File: src/rtl/his_builder_fsm.sv
// ============================================================================
// his_builder_fsm : per-pixel coarse histogram builder and peak finder (dToF).
// Optional macro HISB_IGNORE_SAT_EN: all-ones word is a no-photon marker.
// Revision: 1.0
// ============================================================================
`default_nettype none

module his_builder_fsm #(
    parameter int NP                = 10,
    parameter int PIXEL_NUM_PER_RAM = 3,
    parameter int HITS_PER_PIXEL    = 2,
    parameter int ACQ_NUM           = 2,
    parameter int BIN_BITS          = 4,
    parameter int CNT_W             = 8
) (
    input  logic          clk,
    input  logic          res,
    input  logic          wrEn,
    input  logic [NP-1:0] data,
    output logic [NP-1:0] peakResult [PIXEL_NUM_PER_RAM]
);

    localparam int NBINS = 1 << BIN_BITS;
    localparam int HIT_W = (HITS_PER_PIXEL > 1) ? $clog2(HITS_PER_PIXEL) : 1;
    localparam int PIX_W = (PIXEL_NUM_PER_RAM > 1) ? $clog2(PIXEL_NUM_PER_RAM) : 1;
    localparam int ACQ_W = (ACQ_NUM > 1) ? $clog2(ACQ_NUM) : 1;

    localparam logic [HIT_W-1:0]       C_HIT_LAST = HIT_W'(HITS_PER_PIXEL - 1);
    localparam logic [PIX_W-1:0]       C_PIX_LAST = PIX_W'(PIXEL_NUM_PER_RAM - 1);
    localparam logic [ACQ_W-1:0]       C_ACQ_LAST = ACQ_W'(ACQ_NUM - 1);
    localparam logic [BIN_BITS-1:0]    C_BIN_LAST = '1;
    localparam logic [CNT_W-1:0]       C_CNT_MAX  = '1;
    localparam logic [NP-BIN_BITS-1:0] C_CENTRE   = (NP-BIN_BITS)'(1) << (NP - BIN_BITS - 1);

    typedef enum logic [1:0] {
        ST_ACC  = 2'd0,
        ST_SCAN = 2'd1,
        ST_DONE = 2'd2
    } state_t;

    state_t              r_state;
    logic [HIT_W-1:0]    r_hit;
    logic [PIX_W-1:0]    r_pix;
    logic [ACQ_W-1:0]    r_acq;
    logic [BIN_BITS-1:0] r_scan_bin;
    logic [CNT_W-1:0]    r_cnt    [PIXEL_NUM_PER_RAM][NBINS];
    logic [CNT_W-1:0]    r_max    [PIXEL_NUM_PER_RAM];
    logic [BIN_BITS-1:0] r_maxbin [PIXEL_NUM_PER_RAM];

    logic [BIN_BITS-1:0] w_bin;
    logic                w_count_en;
    logic                w_data_unused;

    assign w_bin         = data[NP-1 -: BIN_BITS];
    assign w_data_unused = ^data[NP-BIN_BITS-1:0];

`ifdef HISB_IGNORE_SAT_EN
    assign w_count_en = (data != {NP{1'b1}});
`else
    assign w_count_en = 1'b1;
`endif

    always_ff @(posedge clk) begin
        if (res) begin
            r_state    <= ST_ACC;
            r_hit      <= '0;
            r_pix      <= '0;
            r_acq      <= '0;
            r_scan_bin <= '0;
            for (int p = 0; p < PIXEL_NUM_PER_RAM; p++) begin
                r_max[p]      <= '0;
                r_maxbin[p]   <= '0;
                peakResult[p] <= '0;
                for (int b = 0; b < NBINS; b++) begin
                    r_cnt[p][b] <= '0;
                end
            end
        end else begin
            case (r_state)
                ST_ACC: begin
                    if (wrEn) begin
                        if (w_count_en && (r_cnt[r_pix][w_bin] != C_CNT_MAX)) begin
                            r_cnt[r_pix][w_bin] <= r_cnt[r_pix][w_bin] + 1'b1;
                        end
                        // Pixel-major ordering: hit index is the fastest-moving.
                        if (r_hit == C_HIT_LAST) begin
                            r_hit <= '0;
                            if (r_pix == C_PIX_LAST) begin
                                r_pix <= '0;
                                if (r_acq == C_ACQ_LAST) begin
                                    r_acq      <= '0;
                                    r_scan_bin <= '0;
                                    r_state    <= ST_SCAN;
                                    for (int p = 0; p < PIXEL_NUM_PER_RAM; p++) begin
                                        r_max[p]    <= '0;
                                        r_maxbin[p] <= '0;
                                    end
                                end else begin
                                    r_acq <= r_acq + 1'b1;
                                end
                            end else begin
                                r_pix <= r_pix + 1'b1;
                            end
                        end else begin
                            r_hit <= r_hit + 1'b1;
                        end
                    end
                end
                ST_SCAN: begin
                    // Strictly-greater update keeps the lowest bin on ties.
                    for (int p = 0; p < PIXEL_NUM_PER_RAM; p++) begin
                        if (r_cnt[p][r_scan_bin] > r_max[p]) begin
                            r_max[p]    <= r_cnt[p][r_scan_bin];
                            r_maxbin[p] <= r_scan_bin;
                        end
                    end
                    r_scan_bin <= r_scan_bin + 1'b1;
                    if (r_scan_bin == C_BIN_LAST) begin
                        r_state <= ST_DONE;
                    end
                end
                ST_DONE: begin
                    for (int p = 0; p < PIXEL_NUM_PER_RAM; p++) begin
                        peakResult[p] <= (r_max[p] == '0) ? '0 : {r_maxbin[p], C_CENTRE};
                        for (int b = 0; b < NBINS; b++) begin
                            r_cnt[p][b] <= '0;
                        end
                    end
                    r_state <= ST_ACC;
                end
                default: r_state <= ST_ACC;
            endcase
        end
    end

endmodule

`default_nettype wire

File: config.mk
export PLATFORM = sky130hd
export DESIGN_NAME = his_builder_fsm
export DESIGN_NICKNAME = d
export VERILOG_FILES = /design/src/rtl/his_builder_fsm.sv
export SDC_FILE = /design/constraint.sdc
export NUM_CORES = 1
export LEC_CHECK = 0
export ABC_AREA = 1
export CORE_ASPECT_RATIO = 2
export CORE_MARGIN = 10
export CORE_UTILIZATION = 40
export DETAILED_ROUTE_END_ITERATION = 7
export HOLD_SLACK_MARGIN = 0.1
export PLACE_DENSITY = 0.58
export SYNTH_ARGS = -nofsm -noshare
export SYNTH_HDL_FRONTEND = slang
export SYNTH_SLANG_ARGS = --single-unit
File: constraint.sdc
create_clock -name clk -period 3.7 [get_ports clk]
set_input_delay 0.37 -clock clk [delete_from_list [all_inputs] [get_ports clk]]
set_output_delay 0.37 -clock clk [all_outputs]
set_load 0.005 [all_outputs]
==> results of run 1 <==
where the power goes:
part | total, mW | internal (mW) | switching (mW)
clock | 5.58 | 2.93 | 2.64
combinational | 4.10 | 1.14 | 2.97
sequential | 7.64 | 7.46 | 0.176
total | 17.3 | 11.5 | 5.78
timing repair:
| action | in CTS | in global routing |
|---|---|---|
| resized for setup | 2 | 54 |
| cloned | 0 | 5 |
| setup endpoints to repair | 3 | 1019 |
| pin swaps | 1 | 3 |
| setup buffers | 0 | 15 |
layer usage:
metal | routed length [um] | track usage | vias up
met5 | 0 | 0 | -
met2 | 71800 | 0.554 | 1451
met4 | 16900 | 0.301 | 0
met3 | 7730 | 0.0276 | 540
li1 | - | - | 12200
met1 | 41900 | 0.280 | 13000
path summary, 6_finish.rpt:
path | slack [ps] | cells after the start | from | endpoint
max | -20 | 16 | flop | r_cnt[2][121]
min | 450 | 3 | res | peakResult[5]
max reg2reg | -20 | 16 | flop | r_cnt[2][121]
min reg2reg | 460 | 2 | peakResult[25] | peakResult[25]
cells by family (layout without fill, tap and decap cells):
family          count (synthesis)  after routing  share of synthesized area
compound gates                662            662                      0.115
xor+xnor                        3              3                   0.000856
fa+ha+maj                      26             26                     0.0106
buf+inv                       565            826                     0.0776
flops                         575            575                      0.554
other cells                     1             15                   0.000122
simple gates                 1693           1693                      0.242
worst max-delay path: cells and delay by family, from the launching register on:
family	cells	cell delay, ps
simple gates	9	1240
buf+inv	5	860
compound gates	2	850
flops	1	420
sequential cells by signal (all words and copies together), names as in the netlist, named ones only:
register	count
peakResult	15
r_acq	1
r_cnt	512
r_hit	1
r_max	24
r_maxbin	12
r_pix	2
r_scan_bin	4
r_state	2
through the flow:
step	hold WS, ps	power [mW]	util	setup WS (ps)
6_report	445	17.3	0.484	-22.5
5_1_grt	482	17.7	0.484	-22.7
4_1_cts	438	17.1	0.479	6.38
3_5_place_dp	448	11.7	0.457	-80.5
3_3_place_gp	440	11.7	0.457	-78.2
2_1_floorplan	441	9.48	-	134
layout by cell type, fill, tap and decap left out, drive strengths merged, types with 2 or more instances in the layout:
master	instances
nand2	722
nor2	719
edfxtp	548
o21ai	405
buf	392
inv	315
nand3	189
a21oi	185
clkbuf	69
nand4	51
o211ai	33
dfxtp	27
ha	26
clkinv	23
clkdlybuf4s50	21
o221ai	20
conb	15
o22ai	8
a32o	8
nor3	7
clkinvlp	5
nor4	4
xor2	2
layout make-up:
type,count,area share
clock buffers,65,0.0404
clock inverters,27,0.00540
repair inverters,1,0.000306
inverters,316,0.0335
well taps,1015,0.0345
repair buffers,417,0.111
multi-input cells,2399,0.313
flip-flops and latches,575,0.462
==> summary.txt, run 1 <==
STA
  • Total negative slack: -178 ps
  • Final setup violating endpoints: 14
  • Relative slew margins: 0.183
  • Worst Max-Slew Pin Slew: 1220 ps
  • Slack of the critical path: -22.5 ps
  • Final worst path period need: 3720 ps
  • Fraction of the cycle the final worst path needs: 1.01
  • Layout Skew: 48.8 ps
  • Final Hold Violating Endpoints: 0
  • Max-slew violation count: 0
  • Peak clock frequency supported by timing: 269 MHz

CTS
  • Number of buffers inserted during clock tree synthesis: 51
  • Insertion delay to the later sink of the worst-skew pair: 660 ps
  • Clk Tree Root Cell: sky130_fd_sc_hd__clkbuf_16
  • TritonCTS clock tree: built
  • Number of buffers on the longest clock path: 3
  • Clock Sinks: 575
  • Cts-stage hold buffer count: 0
  • CTS clock-pin slew for the worst setup and hold paths: 70 ps
  • CTS HTree Levels: 2

Synthesis
  • Fraction of post-synthesis cell area in the top cell type by area: 0.536
  • Synthesized netlist cell count: 3525
  • Seq/Total Area, Yosys: 0.554
  • Leading post-synthesis cells by instance count: sky130_fd_sc_hd__nand2_1 (715), sky130_fd_sc_hd__nor2_1 (705), sky130_fd_sc_hd__edfxtp_1 (548)
  • Number of warning messages in the yosys log: 0
  • Prevailing post-synth register cell: sky130_fd_sc_hd__edfxtp_1
  • Synth area leaders: sky130_fd_sc_hd__edfxtp_1 (54%), sky130_fd_sc_hd__nand2_1 (8.7%), sky130_fd_sc_hd__nor2_1 (8.6%)
  • Post-Syn Area per Cell: 8.71 um^2
  • Mapped cell area: 30700 um^2
  • EDFF count, synth: 548
  • Number of different library cells in the post-synthesis netlist: 38
  • Number of register bits inferred by synthesis: 575
  • Most repeated cell in the gate-level netlist after synthesis: sky130_fd_sc_hd__nand2_1
  • Cell type with the highest aggregate area in the netlist: sky130_fd_sc_hd__edfxtp_1
  • Async S/R FF share, synth: 0

Global routing
  • Global-route usage over all layers: 0.300
  • Antenna violations before repair: 1
  • Maximum number of pins on one net before global-route repair: 84
  • Total grt overflow: 0
  • Vias in the first global route: 26300
  • First-pass GRT wire length: 188000 um

Drt
  • Post-detailed-routing wire length: 138000 um
  • Initial DRC Count: 3085
  • First-pass DRT Iterations: 6
  • Ratio of routed vias to standard cells: 5.64
  • DRC violations left: 0
  • Vias post-DR: 27200
  • Post-detailed-route count of antenna-violating nets: 0
  • Average wire length per cell after detail routing: 28.7 um

Finish
  • Area growth from synthesis to layout: 19.9%
  • Antenna diode count: 0
  • FF+latch area: 17000 um^2
  • Share of cells above drive strength 1: 0.156
  • Final standard cell count with taps included and fillers excluded: 4815
  • Final Instance Area: 36800 um^2
  • Net count reported at finish: 3800
  • Layout fillers: 7344
  • Multi-input gate area in the final layout: 11500 um^2

Floorplan
  • Starting Density: 0.404
  • Die area: 88900 um^2
  • Std-Cell Rows: 143
  • Area of the placeable core: 76000 um^2
  • Number of primary I/O pins: 43
  • Die Height: 412 um
  • Width of the chip: 216 um

Critical path
  • Element type at the critical path end: flop
  • Critical path type: flop to flop
  • Highest-delay cell along the critical path: sky130_fd_sc_hd__o21ai_0
  • Critical path's largest stage delay: 680 ps
  • CP required: 4040 ps
  • Crit path arrival time: 4070 ps
  • Crit path launch type: flop
  • Largest driver fanout on the critical path: 27
  • Cell type with the highest occurrence count on the critical path: sky130_fd_sc_hd__nand2_1
  • Cells along the critical path: buf_12 -> buf_12 -> o21ai_0 -> o21ai_1 -> nand2_1 -> nand2_1 -> nor3_1 -> buf_4 -> nand2_1 -> nand2_1 -> nor2_1 -> nand2_8 -> buf_4 -> nand4_1 -> nand2_1 -> buf_12

Placed design
  • Weighted congestion at the end of routability-driven global placement: 1.02
  • Number of I/O port buffers: 21
  • Detailed Place HPWL: 102000 um
  • Cell area reported after detailed placement: 34700 um^2
  • Number of instances in the placed design: 4703

Outcome
  • Failing checks: setup timing
  • Status: complete, but fails checks

Min path
  • Class of the most critical hold timing path: input port to flop

Power
  • Power density over cell area: 470 nW/um^2
  • Leakage power summed over all cells: 15.0 nW
  • Peak supply drop: 451 uV

Run
  • Maximum Capacitance Violations: 0
No activity file was read; power rests on OpenSTA's default activity.
==> run 2: changes to the inputs <==
--- a/config.mk
+++ b/config.mk
@@ -6,12 +6,12 @@
 export NUM_CORES = 1
 export LEC_CHECK = 0
 export ABC_AREA = 1
-export CORE_ASPECT_RATIO = 2
 export CORE_MARGIN = 10
 export CORE_UTILIZATION = 40
 export DETAILED_ROUTE_END_ITERATION = 7
 export HOLD_SLACK_MARGIN = 0.1
 export PLACE_DENSITY = 0.58
+export SLEW_MARGIN = 20
 export SYNTH_ARGS = -nofsm -noshare
 export SYNTH_HDL_FRONTEND = slang
 export SYNTH_SLANG_ARGS = --single-unit
==> run 2 against run 1 <==
Against the previous run: the flow now finishes without violations; wire length is 17% lower; critical path depth increased by 3; fmax is 1.6% higher; sequential cell count stayed put; via count down 3.8%; sequential share of layout area rose by 1.0 points; clock power grew 14%; die area is 0.75% lower; critical path type unchanged; largest power group unchanged.
==> summary.txt, run 2 (synthesis gave the netlist of run 1 again) <==
Global routing
  • Global-route usage over all layers: 0.249
  • First-pass GRT wire length: 164000 um
  • Total grt overflow: 0
  • Antenna violations before repair: 2
  • Maximum number of pins on one net before global-route repair: 101
  • Vias in the first global route: 24400

STA
  • Peak clock frequency supported by timing: 273 MHz
  • Max-slew violation count: 0
  • Fraction of the cycle the final worst path needs: 0.991
  • Hold slack final: 429 ps
  • Relative slew margins: 0.327
  • Layout Skew: 32.9 ps
  • Worst Max-Slew Pin Slew: 1010 ps
  • Final worst path period need: 3670 ps
  • Unrepaired setup endpoints after global routing: true
  • Total negative slack: 0 ps
  • Final setup violating endpoints: 0
  • Final Hold Violating Endpoints: 0

Drt
  • Post-detailed-route count of antenna-violating nets: 0
  • First-pass DRT Iterations: 6
  • Vias post-DR: 26100
  • DRC violations left: 0
  • Average wire length per cell after detail routing: 24.4 um
  • Ratio of routed vias to standard cells: 5.53
  • Initial DRC Count: 3306
  • Post-detailed-routing wire length: 115000 um

Placed design
  • Number of I/O port buffers: 21
  • Detailed Place HPWL: 80600 um
  • Weighted congestion at the end of routability-driven global placement: 0.980
  • Number of instances in the placed design: 4611

Power
  • Peak supply drop: 392 uV
  • Power density over cell area: 491 nW/um^2
  • Internal power: 12.1 mW
  • Leakage power summed over all cells: 14.5 nW
  • Net Sw Power: 5.55 mW
  • Total power: 17.7 mW
  • Logic gate share of total power: 0.210
  • Clock share of power: 0.360
  • Sequential share of power: 0.430
  • Switching part of the total: 0.314

CTS
  • Clock Sinks: 575
  • Number of buffers on the longest clock path: 3
  • Number of buffers inserted during clock tree synthesis: 61
  • CTS clock-pin slew for the worst setup and hold paths: 60 ps
  • Clk Tree Root Cell: sky130_fd_sc_hd__clkbuf_16
  • TritonCTS clock tree: built
  • CTS HTree Levels: 2
  • Insertion delay to the later sink of the worst-skew pair: 670 ps

Floorplan
  • Die Height: 297 um
  • Std-Cell Rows: 101
  • Area of the placeable core: 75900 um^2
  • Starting Density: 0.404
  • Width of the chip: 297 um
  • Number of primary I/O pins: 43
  • Die area: 88200 um^2

Run
  • Maximum Capacitance Violations: 0

Critical path
  • CP required: 4080 ps
  • Critical path type: flop to flop
  • Crit path launch type: flop
  • Element type at the critical path end: flop
  • Crit path arrival time: 4040 ps
  • Largest driver fanout on the critical path: 33

Finish
  • Register name with the most flops: r_cnt
  • Antenna diode count: 0
  • Most frequent cells in the layout: sky130_fd_sc_hd__nand2_1 (710), sky130_fd_sc_hd__nor2_1 (701), sky130_fd_sc_hd__edfxtp_1 (548), sky130_fd_sc_hd__o21ai_0 (351), sky130_fd_sc_hd__inv_1 (299)
  • Biggest regs: r_cnt: 512 flops, r_max: 24 flops, peakResult: 15 flops
  • Max FFs per register: 512
  • Final standard cell count with taps included and fillers excluded: 4726
  • Leading cell type in the layout, fill and taps excluded: sky130_fd_sc_hd__nand2_1
  • Area growth from synthesis to layout: 17.4%
  • Net count reported at finish: 3685
  • Share of cells above drive strength 1: 0.124

Outcome
  • Status: complete, no violations

Min path
  • Class of the most critical hold timing path: input port to flop
[run 2: path summary, 6_finish.rpt]
path                                startpoint        endpoint  slack (ps)  cells after the start
worst max register to register            flop    r_cnt[0][60]          30                     19
worst min register to register  peakResult[25]  peakResult[25]         460                      2
worst max-delay path                      flop    r_cnt[0][60]          30                     19
worst min-delay path                       res   peakResult[5]         430                      3
[run 2: metrics by stage]
step | utilization | cell area, um^2 | worst slack [ps]
floorplan | - | 30700 | 134
global placement | 0.447 | 33900 | 95.1
detailed placement | 0.447 | 33900 | 65.7
CTS | 0.473 | 36000 | 91.0
global route | 0.475 | 36000 | -20.3
finish | 0.475 | 36000 | 34.5
[run 2: layout make-up]
| cell class | instances | area [um^2] |
|---|---|---|
| well taps | 1030 | 1290 |
| flip-flops and latches | 575 | 17000 |
| repair buffers | 293 | 3040 |
| fillers | 7315 | 39900 |
| inverters | 316 | 1200 |
| clock buffers | 73 | 1590 |
| clock inverters | 40 | 438 |
| multi-input cells | 2399 | 11500 |
[run 2: metal layers]
metal,GRT usage,up-vias,routed length [um],part of all wire
met2,0.389,1374,52000,0.45
met5,0,-,8,0.000069
met3,0.0543,233,11500,0.10
met1,0.330,12500,46300,0.40
met4,0.111,2,5390,0.047
li1,-,12000,-,-
[run 2: worst max-delay path, cell delays in order, from the launching register on]
cell                      delay [ps]
sky130_fd_sc_hd__dfxtp_4         450
sky130_fd_sc_hd__buf_16          260
sky130_fd_sc_hd__buf_4           200
sky130_fd_sc_hd__a21oi_1         100
sky130_fd_sc_hd__o21ai_0         170
sky130_fd_sc_hd__o21ai_0         230
sky130_fd_sc_hd__nand2_1         100
sky130_fd_sc_hd__nand2_1          50
sky130_fd_sc_hd__inv_1            70
sky130_fd_sc_hd__nand2_1          50
sky130_fd_sc_hd__nor2_1          140
sky130_fd_sc_hd__nand2_1         100
sky130_fd_sc_hd__ha_1            230
sky130_fd_sc_hd__nand2_1         110
sky130_fd_sc_hd__nor2_4           60
sky130_fd_sc_hd__nand2_4         150
sky130_fd_sc_hd__buf_12          210
sky130_fd_sc_hd__nand4_1         280
sky130_fd_sc_hd__nand2_1         220
sky130_fd_sc_hd__buf_12          140
[run 2: power by group through the flow]
stage | Clock (mW) | Combinational [mW] | Sequential, mW
after floorplan | 0 | 1.81 | 7.67
after global placement | 0 | 3.56 | 7.73
after detailed placement | 0 | 3.57 | 7.74
after CTS | 6.44 | 3.59 | 7.60
after global routing | 6.69 | 3.88 | 7.63
final | 6.37 | 3.71 | 7.61
[run 2: repair_timing]
item,CTS,global route
buffers inserted,0,1
setup endpoints to repair,0,230
hold buffers,0,0
resized for setup,0,12
